**src/rtl/conversor_bcd_pkg.sv**
```systemverilog
// Shared constants for the BCD converter: FSM encodings, double-dabble adjust values, 7-seg codes.
// Segment codes are active-low {g,f,e,d,c,b,a}.
package conversor_bcd_pkg;

    localparam logic [1:0] ST_IDLE  = 2'd0;
    localparam logic [1:0] ST_SHIFT = 2'd1;
    localparam logic [1:0] ST_DONE  = 2'd2;

    localparam logic [3:0] BCD_ADJ_TH = 4'd5;
    localparam logic [3:0] BCD_ADJ    = 4'd3;

    localparam logic [6:0] SEG_0     = 7'b1000000;
    localparam logic [6:0] SEG_1     = 7'b1111001;
    localparam logic [6:0] SEG_2     = 7'b0100100;
    localparam logic [6:0] SEG_3     = 7'b0110000;
    localparam logic [6:0] SEG_4     = 7'b0011001;
    localparam logic [6:0] SEG_5     = 7'b0010010;
    localparam logic [6:0] SEG_6     = 7'b0000010;
    localparam logic [6:0] SEG_7     = 7'b1111000;
    localparam logic [6:0] SEG_8     = 7'b0000000;
    localparam logic [6:0] SEG_9     = 7'b0010000;
    localparam logic [6:0] SEG_BLANK = 7'h7F;

    // Pre-shift correction so each digit stays decimal after doubling.
    function automatic logic [3:0] bcd_adjust(input logic [3:0] d);
        return (d >= BCD_ADJ_TH) ? d + BCD_ADJ : d;
    endfunction

endpackage

```
**src/rtl/conversor_bcd_if.sv**
```systemverilog
// Request/result bundle between the arithmetic stage (master) and the BCD converter (slave).
// The hex field exists only when SEG7_EN is defined.
interface conversor_bcd_if #(
    parameter int W_IN  = 8,
    parameter int N_DIG = 3
);
    logic                 start;
    logic [W_IN-1:0]      s;
    logic                 cout;
    logic                 busy;
    logic                 done;
    logic [4*N_DIG-1:0]   bcd;
`ifdef SEG7_EN
    logic [7*N_DIG-1:0]   hex;

    modport master (output start, s, cout, input busy, done, bcd, hex);
    modport slave  (input start, s, cout, output busy, done, bcd, hex);
`else
    modport master (output start, s, cout, input busy, done, bcd);
    modport slave  (input start, s, cout, output busy, done, bcd);
`endif
endinterface

```
**src/rtl/conversor_bcd_dec7seg.sv**
```systemverilog
// dec7seg: one BCD digit to active-low 7-segment pattern, purely combinational.
// Latency: 0 cycles. No flow control; codes 10..15 show blank.
module dec7seg
    import conversor_bcd_pkg::*;
(
    input  logic [3:0] bcd,
    output logic [6:0] seg
);
    always_comb begin
        seg = SEG_BLANK;
        case (bcd)
            4'd0:    seg = SEG_0;
            4'd1:    seg = SEG_1;
            4'd2:    seg = SEG_2;
            4'd3:    seg = SEG_3;
            4'd4:    seg = SEG_4;
            4'd5:    seg = SEG_5;
            4'd6:    seg = SEG_6;
            4'd7:    seg = SEG_7;
            4'd8:    seg = SEG_8;
            4'd9:    seg = SEG_9;
            default: seg = SEG_BLANK;
        endcase
    end
endmodule

```
**src/rtl/conversor_bcd.sv**
```systemverilog
// conversor_bcd: {cout,s} to packed BCD via sequential double-dabble, one bit per cycle (SEG7_EN adds hex).
// Latency: done W_IN+1 cycles after the accepting edge; one result every W_IN+2 cycles.
// Backpressure: start is ignored while busy; s/cout are sampled only on the accepting edge.
module conversor_bcd
    import conversor_bcd_pkg::*;
#(
    parameter int W_IN  = 8,
    parameter int N_DIG = 3
) (
    input  logic            clk,
    input  logic            rst,
    conversor_bcd_if.slave  bus
);
    localparam int              CW   = $clog2(W_IN + 2);
    localparam logic [CW-1:0]   LAST = CW'(W_IN);

    logic [1:0]           state;
    logic [W_IN:0]        shreg;
    logic [4*N_DIG-1:0]   scratch;
    logic [4*N_DIG-1:0]   adj;
    logic [4*N_DIG-1:0]   scratch_nxt;
    logic [4*N_DIG-1:0]   bcd_q;
    logic [CW-1:0]        cnt;
    logic                 finish;

    always_comb begin
        adj = '0;
        for (int i = 0; i < N_DIG; i++) begin
            adj[4*i +: 4] = bcd_adjust(scratch[4*i +: 4]);
        end
    end

    assign scratch_nxt = (adj << 1) | (4*N_DIG)'(shreg[W_IN]);
    assign finish      = (state == ST_SHIFT) && (cnt == LAST);

    always_ff @(posedge clk or posedge rst) begin
        if (rst) begin
            state   <= ST_IDLE;
            shreg   <= '0;
            scratch <= '0;
            cnt     <= '0;
            bcd_q   <= '0;
        end else begin
            case (state)
                ST_IDLE, ST_DONE: begin
                    if (bus.start) begin
                        shreg   <= {bus.cout, bus.s};
                        scratch <= '0;
                        cnt     <= '0;
                        state   <= ST_SHIFT;
                    end else begin
                        state   <= ST_IDLE;
                    end
                end
                ST_SHIFT: begin
                    scratch <= scratch_nxt;
                    shreg   <= shreg << 1;
                    cnt     <= cnt + 1'b1;
                    // bcd takes the post-shift value so it never exposes partial digits
                    if (finish) begin
                        bcd_q <= scratch_nxt;
                        state <= ST_DONE;
                    end
                end
                default: state <= ST_IDLE;
            endcase
        end
    end

    assign bus.busy = (state == ST_SHIFT);
    assign bus.done = (state == ST_DONE);
    assign bus.bcd  = bcd_q;

`ifdef SEG7_EN
    logic [7*N_DIG-1:0] seg_nxt;
    logic [7*N_DIG-1:0] hex_q;

    for (genvar g = 0; g < N_DIG; g++) begin : g_seg
        dec7seg u_dec (
            .bcd (scratch_nxt[4*g +: 4]),
            .seg (seg_nxt[7*g +: 7])
        );
    end

    always_ff @(posedge clk or posedge rst) begin
        if (rst) begin
            hex_q <= '1;
        end else if (finish) begin
            hex_q <= seg_nxt;
        end
    end

    assign bus.hex = hex_q;
`endif

endmodule

```
**src/flat_wrapper.sv**
```systemverilog
// flat-port wrapper written by rule: the top's interface ports become plain ports
module conversor_bcd_flat import conversor_bcd_pkg::*;
#(
    parameter int W_IN  = 8,
    parameter int N_DIG = 3
)
  (clk, rst, bus_start, bus_s, bus_cout, bus_busy, bus_done, bus_bcd);
  conversor_bcd_if #(.W_IN(W_IN), .N_DIG(N_DIG)) bus_i ();
  input  logic clk;
  input  logic rst;
  input wire logic [$bits(bus_i.start)-1:0] bus_start;
  input wire logic [$bits(bus_i.s)-1:0] bus_s;
  input wire logic [$bits(bus_i.cout)-1:0] bus_cout;
  output wire logic [$bits(bus_i.busy)-1:0] bus_busy;
  output wire logic [$bits(bus_i.done)-1:0] bus_done;
  output wire logic [$bits(bus_i.bcd)-1:0] bus_bcd;
  assign bus_i.start = bus_start;
  assign bus_i.s = bus_s;
  assign bus_i.cout = bus_cout;
  assign bus_busy = bus_i.busy;
  assign bus_done = bus_i.done;
  assign bus_bcd = bus_i.bcd;
  conversor_bcd #(.W_IN(W_IN), .N_DIG(N_DIG)) u_core (.clk(clk), .rst(rst), .bus(bus_i));
endmodule
```
**config.mk**
```make
export PLATFORM = sky130hd
export DESIGN_NAME = conversor_bcd_flat
export DESIGN_NICKNAME = d
export VERILOG_FILES = /design/src/rtl/conversor_bcd_pkg.sv /design/src/rtl/conversor_bcd_if.sv /design/src/rtl/conversor_bcd_dec7seg.sv /design/src/rtl/conversor_bcd.sv /design/src/flat_wrapper.sv
export SDC_FILE = /design/constraint.sdc
export NUM_CORES = 1
export LEC_CHECK = 0
export CELL_PAD_IN_SITES_DETAIL_PLACEMENT = 1
export CELL_PAD_IN_SITES_GLOBAL_PLACEMENT = 1
export CORE_MARGIN = 2
export CORE_UTILIZATION = 25
export DETAILED_ROUTE_END_ITERATION = 7
export PLACE_DENSITY_LB_ADDON = 0.1
export SYNTH_ARGS = -nofsm -noshare
export SYNTH_HDL_FRONTEND = slang
export SYNTH_HIERARCHICAL = 1
export SYNTH_SLANG_ARGS = --single-unit
```
**constraint.sdc**
```tcl
create_clock -name clk -period 2.3 [get_ports clk]
set_clock_uncertainty 0.2 [all_clocks]
set_input_delay 0.46 -clock clk [delete_from_list [all_inputs] [get_ports clk]]
set_output_delay 0.46 -clock clk [all_outputs]
set_load 0.02 [all_outputs]
```
# Word level (Yosys, flattened, before mapping)
# Index checks and enable logic that the tools add are counted.
dict set report op_classes {
  addsub 4
  order_cmp 3
  n_eq_ne 5
  mux 12
  bitwise_logic 1
  n_reduce_logical 6
}
# operator count
set op_table {}
lappend op_table {{one-hot mux 12 bit (2 select lines)} 1}
lappend op_table {{one-hot mux 9 bit (2 select lines)} 1}
lappend op_table {{>= comparator 4 x 3 -> 1 bit, second input constant} 3}
lappend op_table {{2-to-1 mux 12 bit} 1}
lappend op_table {{2-to-1 mux 4 bit} 3}
lappend op_table {{OR 12 x 1 -> 12 bit} 1}
lappend op_table {{2-to-1 mux 9 bit} 1}
lappend op_table {{adder 4 x 2 -> 4 bit, second input constant} 2}
lappend op_table {{one-hot mux 4 bit (2 select lines)} 1}
lappend op_table {{adder 4 x 1 -> 4 bit, second input constant} 1}
lappend op_table {{== test 4 bit, second input constant} 1}
lappend op_table {{one-hot mux 2 bit (2 select lines)} 1}
lappend op_table {{AND reduction 2 bit} 2}
lappend op_table {{adder 3 x 2 -> 3 bit, second input constant} 1}
lappend op_table {{2-to-1 mux 3 bit} 1}
lappend op_table {{== test 2 x 1 -> 1 bit, second input constant} 1}
lappend op_table {{== test 2 bit, second input constant} 1}
lappend op_table {{zero test 2 bit} 1}
lappend op_table {{2-to-1 mux 2 bit} 1}
lappend op_table {{!= test 2 x 1 -> 1 bit, second input constant} 1}
lappend op_table {{!= test 2 bit, second input constant} 1}
lappend op_table {{nonzero test 2 bit} 1}
lappend op_table {{OR reduction 2 bit} 1}
lappend op_table {{logical AND 1 bit} 1}
lappend op_table {{2-to-1 mux 1 bit} 1}
dict set report totals {
  regBits 39
  inputBits 12
}

# Longest topological paths before layout
dict set report depth {
  depth_word 4
  ltp_mapped 7
  ltp_nobuf 6
}

# Worst setup path before layout
# OpenSTA, ideal clock, no wires.
dict set report synth_path {
  path_kind {register -> register}
  start {register u_core.scratch[0]}
  end {register u_core.bcd_q[2], in the netlist u_core/bus.bcd[2]}
  t_arrival_ns 1.345
  t_required_ns 1.975
  slack_ns 0.630
  stages_incl_launch_ff 7
  n_path_buf 0
  period_less_slack_ns 1.670
  path_cell_list {dfrtp_1 -> inv_1 -> ha_1 -> nand2b_1 -> a21oi_1 -> mux2i_1 -> mux2_2}
}
dict set report synth_via {
  elab_chain_cells 3
}
# item line_no
set synth_lines {}
lappend synth_lines {{start: declaration} conversor_bcd.sv:19} ;# logic [4*N_DIG-1:0] scratch;
lappend synth_lines {{start signal: assignment} conversor_bcd.sv:56} ;# scratch <= scratch_nxt;
lappend synth_lines {{adder 4 x 2 -> 4 bit or >= comparator 4 x 3 -> 1 bit (tied branches)} conversor_bcd_pkg.sv:26} ;# return (d >= BCD_ADJ_TH) ? d + BCD_ADJ : d;
lappend synth_lines {{2-to-1 mux 4 bit (*)} conversor_bcd_pkg.sv:26}
lappend synth_lines {{OR 12 x 1 -> 12 bit (*)} conversor_bcd.sv:33} ;# assign scratch_nxt = (adj << 1) | (4*N_DIG)'(shreg[W_IN]);
lappend synth_lines {{end signal: assignment} conversor_bcd.sv:61} ;# bcd_q <= scratch_nxt;
lappend synth_lines {{end: declaration} conversor_bcd.sv:22} ;# logic [4*N_DIG-1:0] bcd_q;
# Mark *: on every way between the ends. The rest lies on a longest branch, timed or not.
# A chain may end at the register's enable or synchronous reset.

# Worst setup path in the final report
dict set report layout_path {
  start {register u_core.state[0]}
  end {output bus_done}
}
dict set report layout_via {
  elab_chain_cells 1
}
# item line_no
set layout_lines {}
lappend layout_lines {{start: declaration} conversor_bcd.sv:17} ;# logic [1:0] state;
lappend layout_lines {{start signal: assignment} conversor_bcd.sv:38} ;# state <= ST_IDLE;
lappend layout_lines {{start signal: assignment} conversor_bcd.sv:50} ;# state <= ST_SHIFT;
lappend layout_lines {{start signal: assignment} conversor_bcd.sv:52} ;# state <= ST_IDLE;
lappend layout_lines {{== test 2 bit} conversor_bcd.sv:71} ;# assign bus.done = (state == ST_DONE);
lappend layout_lines {{end: declaration} flat_wrapper.sv:15} ;# output wire logic [$bits(bus_i.done)-1:0] bus_done;
# Every way passes these cells.

==> impl_metrics.toml <==
[synth]
ys_types = 25
yosys_warnings = 6
ys_ff_latch = 39
syn_area_mm2 = 0.001839
yosysSeqAreaShare = 0.5306
synth_fp_nets = 191
synthCells = 171
avgSynthCellArea_um2 = 10.76

[layout]
final_cell_mix = "39 x dfrtp_1, 26 x nand2_1, 24 x clkdlybuf4s50_1"
fin_area_mm2 = 0.002330
final_nets = 224
area_growth_pct = 26.67
antenna_cells = 0
drive_above_1_share = 0.1415
final_common_cell = "dfrtp_1"

[timing]
rsz0062_at_grt = "false"
slew_violations = 0
setup-violations-final = 0
post-route-min-period_ns = 2.145
post-route-period-util = 0.9325
worst_slack_ns = 0.1552
fmax_ghz = 0.4662
relSlewSlack = 0.6255
timing.final.hold_violations = 0
tightest_slew_ns = 0.5604

[power_and_ir_drop]
p_per_area_mw_per_mm2 = 1462
cellInternalPower_mw = 2.038
p_sw_mw = 1.368
power.leakage_nw = 1.046
clockPowerShare = 0.153
switching_share = 0.4017
pwr-share-comb = 0.476
ir_drop_mv = 0.3170
power_frac_seq = 0.371

[worst_setup_path]
worstPathCellList = "and2b_2 > clkdlybuf4s50_1"
critPathKind = "reg -> out"
required_ns = 1.64
cp_top_family = "buffers and inverters"
critPathMaxStageDelay_ns = 0.59
slowest_stage = "clkdlybuf4s50_1"
cp_num_buf_inv = 1
path_max_fanout = 4
crit_path_start_kind = "flop"
endpoint_kind = "output pin"
critPathArrivalTime_ns = 1.48

[routing]
routedWlPerCell_um = 13.82
firstDrtPassIters = 4
dr.first_iter.drc_count = 33
drc_errors = 0
routed_via_density = 4.553
final_antenna_net_count = 0
routed_wl_um = 4202
num_vias = 1384

[global_routing]
grt_pass1_vias = 1496
grt_overflow_total = 0
grt_max_degree = 40
antenna_found_initial = 0
grtUsageTotal = 0.1125
grt_pass1_wl_um = 7293

[min_path]
min_path_type = "reg -> reg"

[clock_network]
cts_max_level = 2
clock-root-buffer = "clkbuf_8"
clkTransAtPathRegs_ns = 0.08
cts-buffers-inserted = 5
cts.sinks = 39
insertion_delay_ns = 0.29
postCtsSetupBuffers = 0
cts_tree = "built"
cts_hold_buf = 0
clockBufferDepth = 2

[floorplanning]
rows = 31
dieArea_mm2 = 0.008060
start_util = 0.2563
die_height_um = 89.78
core_area_mm2 = 0.007176
ios = 26
die_x_um = 89.78

[placed_design]
hpwlAfterDp_um = 2947
io_buffer_count = 25
gp_congestion = 0.7500
post_dp_cell_area_mm2 = 0.002226
pre_cts_ws_ns = -0.06598

[flow_run]
drv_cap = 0

[status]
status = "finished, final reports clean"
-- worst min-delay path: cells and delay by family (launching register included) --
kind,cells,cell delay [ns]
flip-flops,1,0.35
AND/OR/NAND/NOR,2,0.10
-- state kept, by name (all words and copies together), names as in the netlist --
register,count
u_core/cnt,4
u_core/bus.bcd,12
u_core/scratch,12
u_core/shreg,9
u_core/state,2
-- final timing paths --
path	from	to	slack [ns]	depth (start not counted)
setup reg to reg	u_core/state[0]$_DFFE_PP0P_	u_core/scratch[7]$_DFFE_PP0P_	0.38	6
hold reg to reg	u_core/shreg[3]$_DFFE_PP0P_	u_core/shreg[3]$_DFFE_PP0P_	0.28	2
max in group asynchronous	rst	u_core/scratch[11]$_DFFE_PP0P_	1.12	3
setup / recovery	u_core/state[0]$_DFFE_PP0P_	bus_done	0.16	2
min in group asynchronous	rst	u_core/bus.bcd[9]$_DFFE_PP0P_	0.40	3
hold / removal	u_core/shreg[3]$_DFFE_PP0P_	u_core/shreg[3]$_DFFE_PP0P_	0.28	2
-- cell type report --
type,count,area [um^2]
timing repair buffer,33,309.0
sequential,39,975.9
inverter,10,37.54
clock buffer,8,100.1
tap,99,123.9
fill,827,4846
multi-input combinational,115,783.3
-- layer usage --
metal | share of wire | GRT usage
met1 | 0.47 | 0.1422
met2 | 0.47 | 0.1850
met3 | 0.040 | 0.03185
met4 | 0.015 | 0.03974
met5 | 0 | 0
-- cells by family after synthesis --
| family | after synthesis | synth area share |
|---|---|---|
| AND/OR/NAND/NOR | 53 | 0.1435 |
| AO/OA/AOI/OAI | 40 | 0.1463 |
| flip-flops | 39 | 0.5306 |
| buffers and inverters | 17 | 0.04626 |
| multiplexers | 11 | 0.06463 |
| adder cells (fa/ha/maj) | 8 | 0.05442 |
| XOR/XNOR | 3 | 0.01429 |
-- power by group through the flow --
| stage | clock [mW] | sequential, mW | combinational, mW |
|---|---|---|---|
| global route | 0.577 | 1.32 | 1.81 |
| global placement | 0 | 1.25 | 1.60 |
| floorplan | 0 | 1.34 | 1.01 |
| finish | 0.521 | 1.26 | 1.62 |
| CTS | 0.547 | 1.26 | 1.65 |
| detailed placement | 0 | 1.27 | 1.65 |
-- synth_stat cells --
cell | n | area share
nand2b_1 | 5 | 0.017
nor2_1 | 5 | 0.010
nor3_1 | 3 | 0.0082
a21oi_2 | 4 | 0.019
mux2_2 | 7 | 0.043
buf_2 | 4 | 0.011
nor2b_1 | 1 | 0.0034
ha_1 | 8 | 0.054
nor2_2 | 1 | 0.0034
nor3b_1 | 5 | 0.020
and2b_2 | 1 | 0.0048
xnor2_1 | 3 | 0.014
clkbuf_2 | 1 | 0.0027
o21ai_0 | 10 | 0.027
buf_6 | 2 | 0.012
inv_1 | 10 | 0.020
nor3_4 | 1 | 0.0088
dfrtp_1 | 39 | 0.53
nand3_1 | 4 | 0.011
nand2_1 | 26 | 0.053
nand4_1 | 1 | 0.0034
a22o_1 | 9 | 0.043
mux2i_1 | 4 | 0.022
a21oi_1 | 9 | 0.024
a22oi_1 | 8 | 0.033
-- stage by stage --
stage	hold slack [ns]	TNS [ns]	power, mW	utilization	cells
final	0.2837	0	3.406	0.3247	304
after global routing	0.3204	0	3.712	0.3247	304
after CTS	0.2893	0	3.460	0.3240	304
after detailed placement	0.2687	-0.1533	2.925	0.3102	296
after global placement	0.2638	-0.02956	2.850	0.3102	296
after floorplan	0.2449	0	2.350	-	171
-- timing repair --
action	in CTS	in global routing
pin swaps	0	0
resized for setup	1	1
setup endpoints to repair	1	23
Power figures use the tool's default switching activity.
==> edit (config.mk and constraints unchanged) <==
`W_IN` is set to 8 in 3 places; all go to 32.
--- a/src/rtl/conversor_bcd_if.sv
+++ b/src/rtl/conversor_bcd_if.sv
@@ -2,5 +2,5 @@
 // The hex field exists only when SEG7_EN is defined.
 interface conversor_bcd_if #(
-    parameter int W_IN  = 8,
+    parameter int W_IN  = 32,
     parameter int N_DIG = 3
 );
--- a/src/rtl/conversor_bcd.sv
+++ b/src/rtl/conversor_bcd.sv
@@ -5,5 +5,5 @@
     import conversor_bcd_pkg::*;
 #(
-    parameter int W_IN  = 8,
+    parameter int W_IN  = 32,
     parameter int N_DIG = 3
 ) (
--- a/src/flat_wrapper.sv
+++ b/src/flat_wrapper.sv
@@ -2,5 +2,5 @@
 module conversor_bcd_flat import conversor_bcd_pkg::*;
 #(
-    parameter int W_IN  = 8,
+    parameter int W_IN  = 32,
     parameter int N_DIG = 3
 )
Ports: changed (resized bus_s); port bits go from 26 to 50. The function was not compared with the original's and may differ.
==> edit against the unedited design <==
  * Total power up 57%
  * Setup slack worse by 0.059 ns
  * Wire length up 68%
  * Synthesized area up 59%
  * Sequential cell count up 26
  * Cell area up 66%
  * Die area up 56%
  * First-iteration DRC count up 140%
  * Highest routed layer unchanged
==> edit: results (changes against the unedited design) <==
outcome: completed
CP delay by family, top: buffers and inverters
Final nets: 382 (+71%)
static leakage: 0.00172 µW (+64%)
Net Count, Synth: 330 (+73%)
ANT cells: 0 (unchanged)
dpl ws: -0.243 ns (-0.177 ns)
overall routing resource usage: 0.121 (+0.00814)
placed cell area: 3600 µm² (+62%)
Slew HR: 0.325 (-0.301)
FILL cells: 1319 (+59%)
postcts setup bufs: 0 (unchanged)
Detail Placement HPWL: 4500 µm (+53%)
synth cell count leaders: nand2_1, dfrtp_1, a22oi_1
Post-Place Cells: 470 (+59%)
Skew-Pair Late Insertion Delay: 0.32 ns (+0.03 ns)
clock buffer count from CTS: 9 (+4)
register area share after synthesis: 0.556 (+0.0249)
CP max-delay cell: clkdlybuf4s50_1
aggregate routed wire length: 7040 µm (+68%)
CP max stage delay: 0.61 ns (+0.02 ns)
ranking of synthesized cells by area: dfrtp_1, nand2_1, a22oi_1
clk slew on worst S/H paths: 0.05 ns (-0.03 ns)
vias in the first global route: 2441 (+63%)
largest net degree at the start of global routing: 66 (+65%)
CP arrival: 1.54 ns (+0.06 ns)
Syn. warnings: 6 (unchanged)
GP Congestion: 0.667 (-11%)
DRT iter0 DRCs: 80 (+140%)
hold_sp: u_core/shreg[23]$_DFFE_PP0P_
layout cells sized above 1: 0.103 (-0.0385)
# resized after CTS: 2 (+1)
post-synthesis adder-cell area fraction: 0.0342 (-0.0202)
VDD IR max: 0.489 mV (+54%)
initial antenna violation count: 0 (unchanged)
Compound-Gate Fraction of Synth Area: 0.164 (+0.0174)
via count: 2274 (+64%)
first-pass GRT wire length: 12100 µm (+67%)
Netlist cell types: 26 (+4.0%)
share of flip-flops with an asynchronous set or reset: 1.00 (unchanged)
Post-Synth XOR/XNOR Area: 0.00897 (-0.00531)
H-Tree Depth: 3 (+1)
IO buf count: 49 (+96%)
Root Driver: clkbuf_16
mux contribution to synthesized area: 0.0372 (-0.0274)
Crit Path Max Fanout: 3 (-1)
cells after synthesis: 286 (+67%)
vias per inst: 4.71 (+3.4%)
## edit: cell types whose count changed in the layout (fill, tap and decap cells not counted), moves of 3 or more
cell             before  now
buf_4                 8    5
clkbuf_16             0    9
nand2_1              26   74
clkdlybuf4s50_1      24   48
clkbuf_8              7    1
a22oi_1               8   32
dfrtp_1              39   65
o21ai_0              10   13
## edit: path summary, 6_finish.rpt
check                                                endpoint  cells past startpoint  slack, ns
max in group asynchronous       u_core/bus.bcd[7]$_DFFE_PP0P_                      3       1.28
worst max-delay path                                 bus_done                      3        0.1
worst min-delay path             u_core/shreg[23]$_DFFE_PP0P_                      2       0.28
worst min register to register   u_core/shreg[23]$_DFFE_PP0P_                      2       0.28
min in group asynchronous        u_core/shreg[16]$_DFFE_PP0P_                      3       0.33
worst max register to register   u_core/shreg[15]$_DFFE_PP0P_                      6       0.31
## edit: metal layers
metal,wire length (µm),GRT usage
met3,293,0.0254
met5,0,0
met4,141,0.0610
met2,3190,0.188
met1,3420,0.159
## edit: power by group
group	internal (µW)	total [µW]	switching [µW]
logic	980	2100	1120
registers	1680	2040	363
clock network	739	1200	458
## edit: cell type report
class | count | area [µm²] | share of cell area
inverters | 10 | 37.5 | 0.00973
well taps | 143 | 179 | 0.0464
repair buffers | 57 | 574 | 0.149
clock inverters | 1 | 5.00 | 0.00130
multi-input cells | 195 | 1190 | 0.308
clock buffers | 12 | 246 | 0.0639
flip-flops and latches | 65 | 1630 | 0.422
## edit: tightest hold or removal path, cell delays in order, from the launching register on
cell,delay (ns)
dfrtp_1,0.34
nand2_1,0.05
nand2_1,0.05
